## src/rtl/filter_pkg.sv

```systemverilog
// -----------------------------------------------------------------------------
// filter_pkg
// Shared definitions for the four-lane filter dot-product engine.
//   DATA_WIDTH_DEF : signed element width
//   ELEMENTS_DEF   : elements per vector (power of two)
//   ACC_WIDTH_DEF  : accumulator width, 2*DATA_WIDTH + log2(ELEMENTS)
//   LANES          : number of filter lanes (b0..b3)
//   dot_state_e    : control FSM state encoding
// -----------------------------------------------------------------------------
package filter_pkg;

   localparam int DATA_WIDTH_DEF = 16;
   localparam int ELEMENTS_DEF   = 16;
   localparam int ACC_WIDTH_DEF  = 36;
   localparam int LANES          = 4;

   // IDLE  : counter at 0, no partial sum held
   // ACCUM : 1..ELEMENTS-1 pairs of the current vector taken
   // FLUSH : last product of a vector is sitting in the product registers
   typedef enum logic [1:0] {
      ST_IDLE  = 2'd0,
      ST_ACCUM = 2'd1,
      ST_FLUSH = 2'd2
   } dot_state_e;

endpackage

```

## src/rtl/filter_mac_lane.sv

```systemverilog
// -----------------------------------------------------------------------------
// filter_mac_lane
// One multiply-accumulate lane: registers a*b (full signed product), then
// sign-extends it and either loads or adds it into the accumulator.
// Ports:
//   clock, clear  : clock and synchronous active-high clear
//   mul_en_i      : capture a_i*b_i into the product register
//   a_i, b_i      : signed operands
//   acc_en_i      : product register holds a valid product this cycle
//   acc_load_i    : product starts a new vector (load instead of add)
//   sum_o         : accumulator value after this cycle's update
// -----------------------------------------------------------------------------
module filter_mac_lane
   import filter_pkg::*;
#(
   parameter int DATA_WIDTH = DATA_WIDTH_DEF,
   parameter int ACC_WIDTH  = ACC_WIDTH_DEF
) (
   input  logic                         clock,
   input  logic                         clear,
   input  logic                         mul_en_i,
   input  logic signed [DATA_WIDTH-1:0] a_i,
   input  logic signed [DATA_WIDTH-1:0] b_i,
   input  logic                         acc_en_i,
   input  logic                         acc_load_i,
   output logic signed [ACC_WIDTH-1:0]  sum_o
);

   localparam int PW = 2 * DATA_WIDTH;

   logic [PW-1:0]               a_ext;
   logic [PW-1:0]               b_ext;
   logic signed [PW-1:0]        prod_d;
   logic signed [PW-1:0]        prod_q;
   logic signed [ACC_WIDTH-1:0] prod_ext;
   logic signed [ACC_WIDTH-1:0] acc_d;
   logic signed [ACC_WIDTH-1:0] acc_q;

   // Operands are sign-extended to the product width; the low PW bits of the
   // product are then the exact two's-complement signed product.
   assign a_ext  = {{DATA_WIDTH{a_i[DATA_WIDTH-1]}}, a_i};
   assign b_ext  = {{DATA_WIDTH{b_i[DATA_WIDTH-1]}}, b_i};
   assign prod_d = $signed(a_ext * b_ext);

   assign prod_ext = {{(ACC_WIDTH-PW){prod_q[PW-1]}}, prod_q};

   // First product of a vector overwrites the old sum, so a new vector can
   // start the cycle right after the previous one ends.
   always_comb begin
      acc_d = acc_q;
      if (acc_en_i) begin
         if (acc_load_i) begin
            acc_d = prod_ext;
         end else begin
            acc_d = acc_q + prod_ext;
         end
      end
   end

   always_ff @(posedge clock) begin
      if (clear) begin
         prod_q <= '0;
         acc_q  <= '0;
      end else begin
         if (mul_en_i) begin
            prod_q <= prod_d;
         end
         acc_q <= acc_d;
      end
   end

   assign sum_o = acc_d;

endmodule

```

## src/rtl/filter_dot_product.sv

```systemverilog
// -----------------------------------------------------------------------------
// filter_dot_product
// Four parallel dot products of one input vector against four filter vectors.
// Each accepted element pair is multiplied in four lanes, registered, then
// accumulated; completed sums are published two cycles after the last accept.
// Optional feature: define FILTER_DOT_RELU_EN to clamp negative results to 0
// (same latency either way).
// Ports:
//   clock               : clock, all logic on posedge
//   clear               : synchronous active-high reset
//   en                  : stage enable; low freezes counter and FSM
//   a_valid, a_element  : input-vector element and its valid
//   b_elements_ready    : b0..b3 elements valid this cycle
//   b0..b3_element      : signed filter elements
//   result0..result3    : signed dot products, held until the next pulse
//   result_valid        : one-cycle pulse when result0..3 update
//   busy                : a vector is partially accumulated
// Handshake: a pair is taken in any cycle where en && a_valid &&
// b_elements_ready and clear is low; there is no backpressure.
// -----------------------------------------------------------------------------
module filter_dot_product
   import filter_pkg::*;
#(
   parameter int DATA_WIDTH = DATA_WIDTH_DEF,
   parameter int ELEMENTS   = ELEMENTS_DEF,
   parameter int ACC_WIDTH  = ACC_WIDTH_DEF
) (
   input  logic                         clock,
   input  logic                         clear,
   input  logic                         en,
   input  logic                         a_valid,
   input  logic signed [DATA_WIDTH-1:0] a_element,
   input  logic                         b_elements_ready,
   input  logic signed [DATA_WIDTH-1:0] b0_element,
   input  logic signed [DATA_WIDTH-1:0] b1_element,
   input  logic signed [DATA_WIDTH-1:0] b2_element,
   input  logic signed [DATA_WIDTH-1:0] b3_element,
   output logic signed [ACC_WIDTH-1:0]  result0,
   output logic signed [ACC_WIDTH-1:0]  result1,
   output logic signed [ACC_WIDTH-1:0]  result2,
   output logic signed [ACC_WIDTH-1:0]  result3,
   output logic                         result_valid,
   output logic                         busy
);

   localparam int                CNT_W    = $clog2(ELEMENTS);
   localparam logic [CNT_W-1:0]  CNT_LAST = CNT_W'(ELEMENTS - 1);

   logic                         accept;
   dot_state_e                   state_q;
   dot_state_e                   state_d;
   logic [CNT_W-1:0]             cnt_q;
   logic [CNT_W-1:0]             cnt_d;

   // Control travelling alongside the product registers.
   logic                         prod_vld_q;
   logic                         prod_first_q;
   logic                         prod_last_q;

   logic signed [DATA_WIDTH-1:0] b_w      [LANES];
   logic signed [ACC_WIDTH-1:0]  sum_w    [LANES];
   logic signed [ACC_WIDTH-1:0]  res_d    [LANES];
   logic signed [ACC_WIDTH-1:0]  result_q [LANES];
   logic                         result_valid_q;
   logic                         publish;

   // A pair offered in the same cycle as clear is dropped.
   assign accept = en && a_valid && b_elements_ready && !clear;

   assign b_w[0] = b0_element;
   assign b_w[1] = b1_element;
   assign b_w[2] = b2_element;
   assign b_w[3] = b3_element;

   // ---------------------------------------------------------------------
   // Control FSM and element counter
   // ---------------------------------------------------------------------
   always_comb begin
      state_d = state_q;
      cnt_d   = cnt_q;
      if (accept) begin
         cnt_d = (cnt_q == CNT_LAST) ? '0 : cnt_q + 1'b1;
         case (state_q)
            ST_IDLE:  state_d = ST_ACCUM;
            ST_ACCUM: state_d = (cnt_q == CNT_LAST) ? ST_FLUSH : ST_ACCUM;
            ST_FLUSH: state_d = ST_ACCUM;
            default:  state_d = ST_IDLE;
         endcase
      end else if (en && (state_q == ST_FLUSH)) begin
         state_d = ST_IDLE;
      end
   end

   always_ff @(posedge clock) begin
      if (clear) begin
         state_q      <= ST_IDLE;
         cnt_q        <= '0;
         prod_vld_q   <= 1'b0;
         prod_first_q <= 1'b0;
         prod_last_q  <= 1'b0;
      end else begin
         state_q    <= state_d;
         cnt_q      <= cnt_d;
         prod_vld_q <= accept;
         if (accept) begin
            prod_first_q <= (cnt_q == '0);
            prod_last_q  <= (cnt_q == CNT_LAST);
         end
      end
   end

   // ---------------------------------------------------------------------
   // Four MAC lanes sharing control
   // ---------------------------------------------------------------------
   for (genvar g = 0; g < LANES; g++) begin : g_lane
      filter_mac_lane #(
         .DATA_WIDTH (DATA_WIDTH),
         .ACC_WIDTH  (ACC_WIDTH)
      ) u_lane (
         .clock      (clock),
         .clear      (clear),
         .mul_en_i   (accept),
         .a_i        (a_element),
         .b_i        (b_w[g]),
         .acc_en_i   (prod_vld_q),
         .acc_load_i (prod_first_q),
         .sum_o      (sum_w[g])
      );
   end

   // ---------------------------------------------------------------------
   // Result registers: loaded with the completed sums as the last product
   // is accumulated, so the pulse lands two cycles after the last accept.
   // ---------------------------------------------------------------------
   assign publish = prod_vld_q && prod_last_q;

   always_comb begin
      for (int i = 0; i < LANES; i++) begin
`ifdef FILTER_DOT_RELU_EN
         res_d[i] = sum_w[i][ACC_WIDTH-1] ? '0 : sum_w[i];
`else
         res_d[i] = sum_w[i];
`endif
      end
   end

   always_ff @(posedge clock) begin
      if (clear) begin
         result_valid_q <= 1'b0;
         for (int i = 0; i < LANES; i++) begin
            result_q[i] <= '0;
         end
      end else begin
         result_valid_q <= publish;
         if (publish) begin
            for (int i = 0; i < LANES; i++) begin
               result_q[i] <= res_d[i];
            end
         end
      end
   end

   assign result0      = result_q[0];
   assign result1      = result_q[1];
   assign result2      = result_q[2];
   assign result3      = result_q[3];
   assign result_valid = result_valid_q;
   assign busy         = (state_q != ST_IDLE);

endmodule

```

## config.mk

```make
export PLATFORM = sky130hd
export DESIGN_NAME = filter_dot_product
export DESIGN_NICKNAME = d
export VERILOG_FILES = /design/src/rtl/filter_pkg.sv /design/src/rtl/filter_mac_lane.sv /design/src/rtl/filter_dot_product.sv
export SDC_FILE = /design/constraint.sdc
export NUM_CORES = 2
export LEC_CHECK = 0
export ABC_CLOCK_PERIOD_IN_PS = 9500
export CORE_UTILIZATION = 55
export CTS_CLUSTER_SIZE = 24
export DETAILED_ROUTE_END_ITERATION = 12
export PLACE_DENSITY = 0.73
export SLEW_MARGIN = 0
export SYNTH_ARGS = -nofsm -noshare
export SYNTH_HDL_FRONTEND = slang
export SYNTH_HIERARCHICAL = 1
export SYNTH_SLANG_ARGS = --single-unit
```

## constraint.sdc

```tcl
create_clock -name clock -period 9.5 [get_ports clock]
set_input_delay 0.95 -clock clock [delete_from_list [all_inputs] [get_ports clock]]
set_output_delay 0.95 -clock clock [all_outputs]
set_load 0.05 [all_outputs]
```

==> reports/summary.md <==
The clock root buffer master was sky130_fd_sc_hd__clkbuf_16. For the worst hold margin, the log shows 0.4785 ns. The run finished, with violations left. The H-tree generated during clock tree synthesis spans 2 levels.

The run gives 1.534 ns as the pre-CTS setup slack. The number of antenna violations at the first check in global routing was 6; the chip height was 342.8 um. After the first detailed-routing iteration, the DRC count stood at 2,847. STA classifies the critical path endpoint as a flip-flop. The headroom to the max-slew limit was 12.07%; the worst setup slack for register-to-register paths was 5.67 ns. TritonCTS built the clock tree. The tools report the cell area after synthesis as 63,880 um^2. The tools report the startpoint type of the worst setup path as an input pin.

The number of iterations in the first detailed-routing pass is 10. The core region is 114,800 um^2. 231 I/O pins were placed. In this run the remaining antenna-violating nets after routing total 0. For the final critical-path setup slack, the log shows 2.107 ns. The commonest register cell after synthesis is sky130_fd_sc_hd__dfxtp_1. The count of pins over their slew limit is 0, and the shortest period the worst path allows is 7.393 ns. For this run, the post-layout net count is 8,750. The die boundary width works out to 342.8 um.

The total overflow left after global routing is 0. Setup violations remaining at the end of the flow were counted as 0. Counting flops and latches in the post-synthesis netlist gives 426. The via count of the first global-routing pass is 50,300. The longest clock path from root to sink contains 3 buffers. The logs give 183 for the pin count of the biggest net entering global routing and 124 for the number of rows created at floorplan. At the pin with the least slew margin, the transition time is 1.319 ns.

The maximum clock skew at final layout is 0.03876 ns, and the fraction of layout instances using a drive strength above 1 is 3.006%. At the worst endpoint, the required time is 10.04 ns. On the critical path, the stage with the largest delay is an instance of sky130_fd_sc_hd__buf_2. The later pin in the worst-skew pair is clocked with a latency of 0.67 ns. After synthesis, flip-flops and latches occupy 15.61% of the total area.

Startpoint-to-endpoint class of the critical path: input pin to flip-flop. The class of the tightest hold or removal check was flip-flop to flip-flop. Counting the fill cells in the layout gives 9,959.

The longest individual stage delay on the worst path came out at 0.91 ns. Counting flops with an async set or reset pin after synthesis yields a share of 0%. The total clock buffers created by CTS was 51.

Synthesis produced a netlist with a net count of 8,702. The final reports fail on DRC. Of the available clock period, the critical path in the final layout requires 77.82%.

For the worst setup path, the data arrival time is 7.93 ns. Counting stages on the worst path, the most repeated cell is sky130_fd_sc_hd__fa_1. The congestion estimate from routability-driven global placement came to 0.9120. The mean area per synthesized cell was 9.004 um^2; the clock sink count was 426.

The logs give 117,500 um^2 for the full die area and 135.3 MHz for the peak clock frequency supported by timing. Summed over all failing endpoints, the final setup total negative slack is 0 ns. The run gives 0 as the hold violation total from the final report. CTS clock-pin slew for the worst setup and hold paths: 0.06 ns. Across every metal layer, demand over resource in global routing totals 27.12%.

Across the run, the number of max-cap violations was 0. Detailed placement ended at an HPWL of 120,900 um. The count of different cell masters after synthesis was 104.

Compared with the post-synthesis result, the final layout area differs by 8.220%. The warning count from the yosys run was 6. The synthesized design contains 144 enable-type register cells. The wire length per cell is 17.83 um. The vias per cell works out to 5.502. The first global-routing pass estimated 257,100 um of wire. The number of vias in the routed layout is 47,880. The run gives 7,095 as the cell count after synthesis. In the routed design, unresolved DRC markers number 66. Input and output buffers added on the ports amount to 230.

In this run the worst path has a maximum fanout of 41. Post-CTS resize count: 0. The number of buffers inserted for hold repair after clock tree synthesis was 0. Setup repair after global routing left no endpoint under its margin. Once the floorplan was initialized, standard cells occupied 55.64% of the core. Wires add up to 155,200 um. In this run the post-CTS setup repair buffer count came out at 0. Walking the worst path, the cells encountered are buf_2, buf_4, nand2_1, fa_1, inv_1, fa_1, fa_1, fa_1, fa_1, inv_1, fa_1, inv_1, ha_1, nand3_1, nor2_1, a221oi_1, o31ai_1, a31oi_1, o21ai_0, a211oi_1, a21oi_1, xnor2_1, a211oi_1.
sequential cells by signal, summed over array words and instances, names as in the netlist:
signal                flops
g_lane.u_lane/prod_q    128
state_q                   2
g_lane.u_lane/acc_q     144
result_q                144
prod_first_q              1
prod_vld_q                1
cnt_q                     4
prod_last_q               1
result_valid              1
cell type report:
type | instances | area [um^2] | area share [%]
repair buffers | 267 | 2542 | 3.678
clock inverters | 35 | 447.9 | 0.6479
multi-input cells | 5067 | 47870 | 69.24
flip-flops and latches | 426 | 9977 | 14.43
diodes | 6 | 15.01 | 0.02172
inverters | 1330 | 4997 | 7.229
well taps | 1512 | 1892 | 2.736
clock buffers | 60 | 1393 | 2.014
Yosys cell counts, types with 10 or more instances:
cell                          n  share of area (%)
sky130_fd_sc_hd__or3_1       15               0.15
sky130_fd_sc_hd__edfxtp_1   144                6.8
sky130_fd_sc_hd__and2_1     676                6.6
sky130_fd_sc_hd__o21a_1      35               0.41
sky130_fd_sc_hd__o21ai_0    134                1.0
sky130_fd_sc_hd__a21oi_1    351                2.7
sky130_fd_sc_hd__inv_1     1327                7.8
sky130_fd_sc_hd__xor2_1      67               0.92
sky130_fd_sc_hd__xnor2_1    170                2.3
sky130_fd_sc_hd__nor3b_1     11               0.13
sky130_fd_sc_hd__o21ai_1     14               0.11
sky130_fd_sc_hd__clkbuf_1   238                1.4
sky130_fd_sc_hd__nand2b_1    67               0.66
sky130_fd_sc_hd__a31oi_1     43               0.42
sky130_fd_sc_hd__a21o_1     111                1.3
sky130_fd_sc_hd__nor2_1     407                2.4
sky130_fd_sc_hd__nand3_1     74               0.58
sky130_fd_sc_hd__a21boi_0    10               0.12
sky130_fd_sc_hd__nand4_1     26               0.25
sky130_fd_sc_hd__nor2b_1     73               0.71
sky130_fd_sc_hd__nor3_1      58               0.45
sky130_fd_sc_hd__buf_1       18               0.11
sky130_fd_sc_hd__mux2_2      10               0.18
sky130_fd_sc_hd__dfxtp_1    282                8.8
sky130_fd_sc_hd__mux2i_1    131                2.1
sky130_fd_sc_hd__and3_1      30               0.29
sky130_fd_sc_hd__o31ai_1     16               0.19
sky130_fd_sc_hd__a211o_1     13               0.18
sky130_fd_sc_hd__ha_1       470                9.2
sky130_fd_sc_hd__fa_1      1052                 33
sky130_fd_sc_hd__o211ai_1    22               0.26
sky130_fd_sc_hd__o21bai_1    32               0.38
sky130_fd_sc_hd__a211oi_1    88                1.0
sky130_fd_sc_hd__o22ai_1     17               0.17
sky130_fd_sc_hd__nand2_1    659                3.9
worst max-delay path, delay by kind of cell:
| kind | cells | cell delay (ns) |
|---|---|---|
| xor gates and xnor gates | 1 | 0.15 |
| AOI/OAI and AO/OA | 7 | 1.65 |
| buffers and inverters | 5 | 1.41 |
| adders and majority gates | 7 | 3.34 |
| and+or+nand+nor | 3 | 0.34 |
through the flow:
step | cell area, um^2 | cells | utilization [%]
finish | 69130 | 8703 | 60.21
global route | 69130 | 8701 | 60.21
CTS | 69120 | 8697 | 60.20
detailed placement | 67280 | 8602 | 58.60
global placement | 67280 | 8602 | 58.60
floorplan | 63880 | 7095 | -
per-layer routing:
metal | vias up | track usage, % | wire (um)
li1 | 22490 | - | -
met1 | 23720 | 36.70 | 68280
met2 | 1445 | 45.40 | 73130
met3 | 229 | 3.607 | 9790
met4 | 4 | 8.045 | 3961
met5 | - | 0 | 22
placed cells by master (no fill, tap or decap), types with 9 or more instances in the layout:
| cell type | count |
|---|---|
| sky130_fd_sc_hd__inv_1 | 1327 |
| sky130_fd_sc_hd__fa_1 | 1052 |
| sky130_fd_sc_hd__and2_1 | 676 |
| sky130_fd_sc_hd__nand2_1 | 659 |
| sky130_fd_sc_hd__ha_1 | 470 |
| sky130_fd_sc_hd__nor2_1 | 407 |
| sky130_fd_sc_hd__a21oi_1 | 351 |
| sky130_fd_sc_hd__dfxtp_1 | 280 |
| sky130_fd_sc_hd__clkdlybuf4s50_1 | 213 |
| sky130_fd_sc_hd__xnor2_1 | 170 |
| sky130_fd_sc_hd__edfxtp_1 | 144 |
| sky130_fd_sc_hd__o21ai_0 | 134 |
| sky130_fd_sc_hd__mux2i_1 | 131 |
| sky130_fd_sc_hd__a21o_1 | 111 |
| sky130_fd_sc_hd__a211oi_1 | 88 |
| sky130_fd_sc_hd__nand3_1 | 74 |
| sky130_fd_sc_hd__nor2b_1 | 73 |
| sky130_fd_sc_hd__xor2_1 | 67 |
| sky130_fd_sc_hd__nand2b_1 | 66 |
| sky130_fd_sc_hd__nor3_1 | 58 |
| sky130_fd_sc_hd__clkbuf_16 | 53 |
| sky130_fd_sc_hd__a31oi_1 | 43 |
| sky130_fd_sc_hd__o21a_1 | 35 |
| sky130_fd_sc_hd__buf_4 | 34 |
| sky130_fd_sc_hd__o21bai_1 | 32 |
| sky130_fd_sc_hd__and3_1 | 30 |
| sky130_fd_sc_hd__nand4_1 | 26 |
| sky130_fd_sc_hd__o211ai_1 | 22 |
| sky130_fd_sc_hd__o22ai_1 | 17 |
| sky130_fd_sc_hd__o31ai_1 | 16 |
| sky130_fd_sc_hd__buf_2 | 16 |
| sky130_fd_sc_hd__or3_1 | 15 |
| sky130_fd_sc_hd__o21ai_1 | 14 |
| sky130_fd_sc_hd__a211o_1 | 13 |
| sky130_fd_sc_hd__nor3b_1 | 11 |
| sky130_fd_sc_hd__a21boi_0 | 10 |
| sky130_fd_sc_hd__mux2_2 | 10 |
| sky130_fd_sc_hd__or2_2 | 9 |
| sky130_fd_sc_hd__a311oi_1 | 9 |
cell families (layout without fill, tap and decap cells):
group / after synthesis / count (layout) / synth area share, %
compound gates: 1013 / 1013 / 10.36
xor+xnor: 237 / 237 / 3.249
fa+ha+maj: 1522 / 1522 / 42.17
buf+inv: 1602 / 1692 / 9.472
flops: 426 / 426 / 15.61
mux: 141 / 141 / 2.229
other cells: 0 / 6 / 0
simple gates: 2154 / 2154 / 16.91
path summary, 6_finish.rpt:
| path | cells after the start | to | from |
|---|---|---|---|
| max reg2reg | 14 | result_q[1][28] | g_lane[1].u_lane/prod_q[0] |
| min reg2reg | 1 | prod_last_q | prod_last_q |
| min | 1 | prod_last_q | prod_last_q |
| max | 23 | g_lane[1].u_lane/prod_q[31] | a_element[9] |
Power is not shown: default switching activity piles up to over one toggle a cycle in this logic, so the estimate is an artifact.
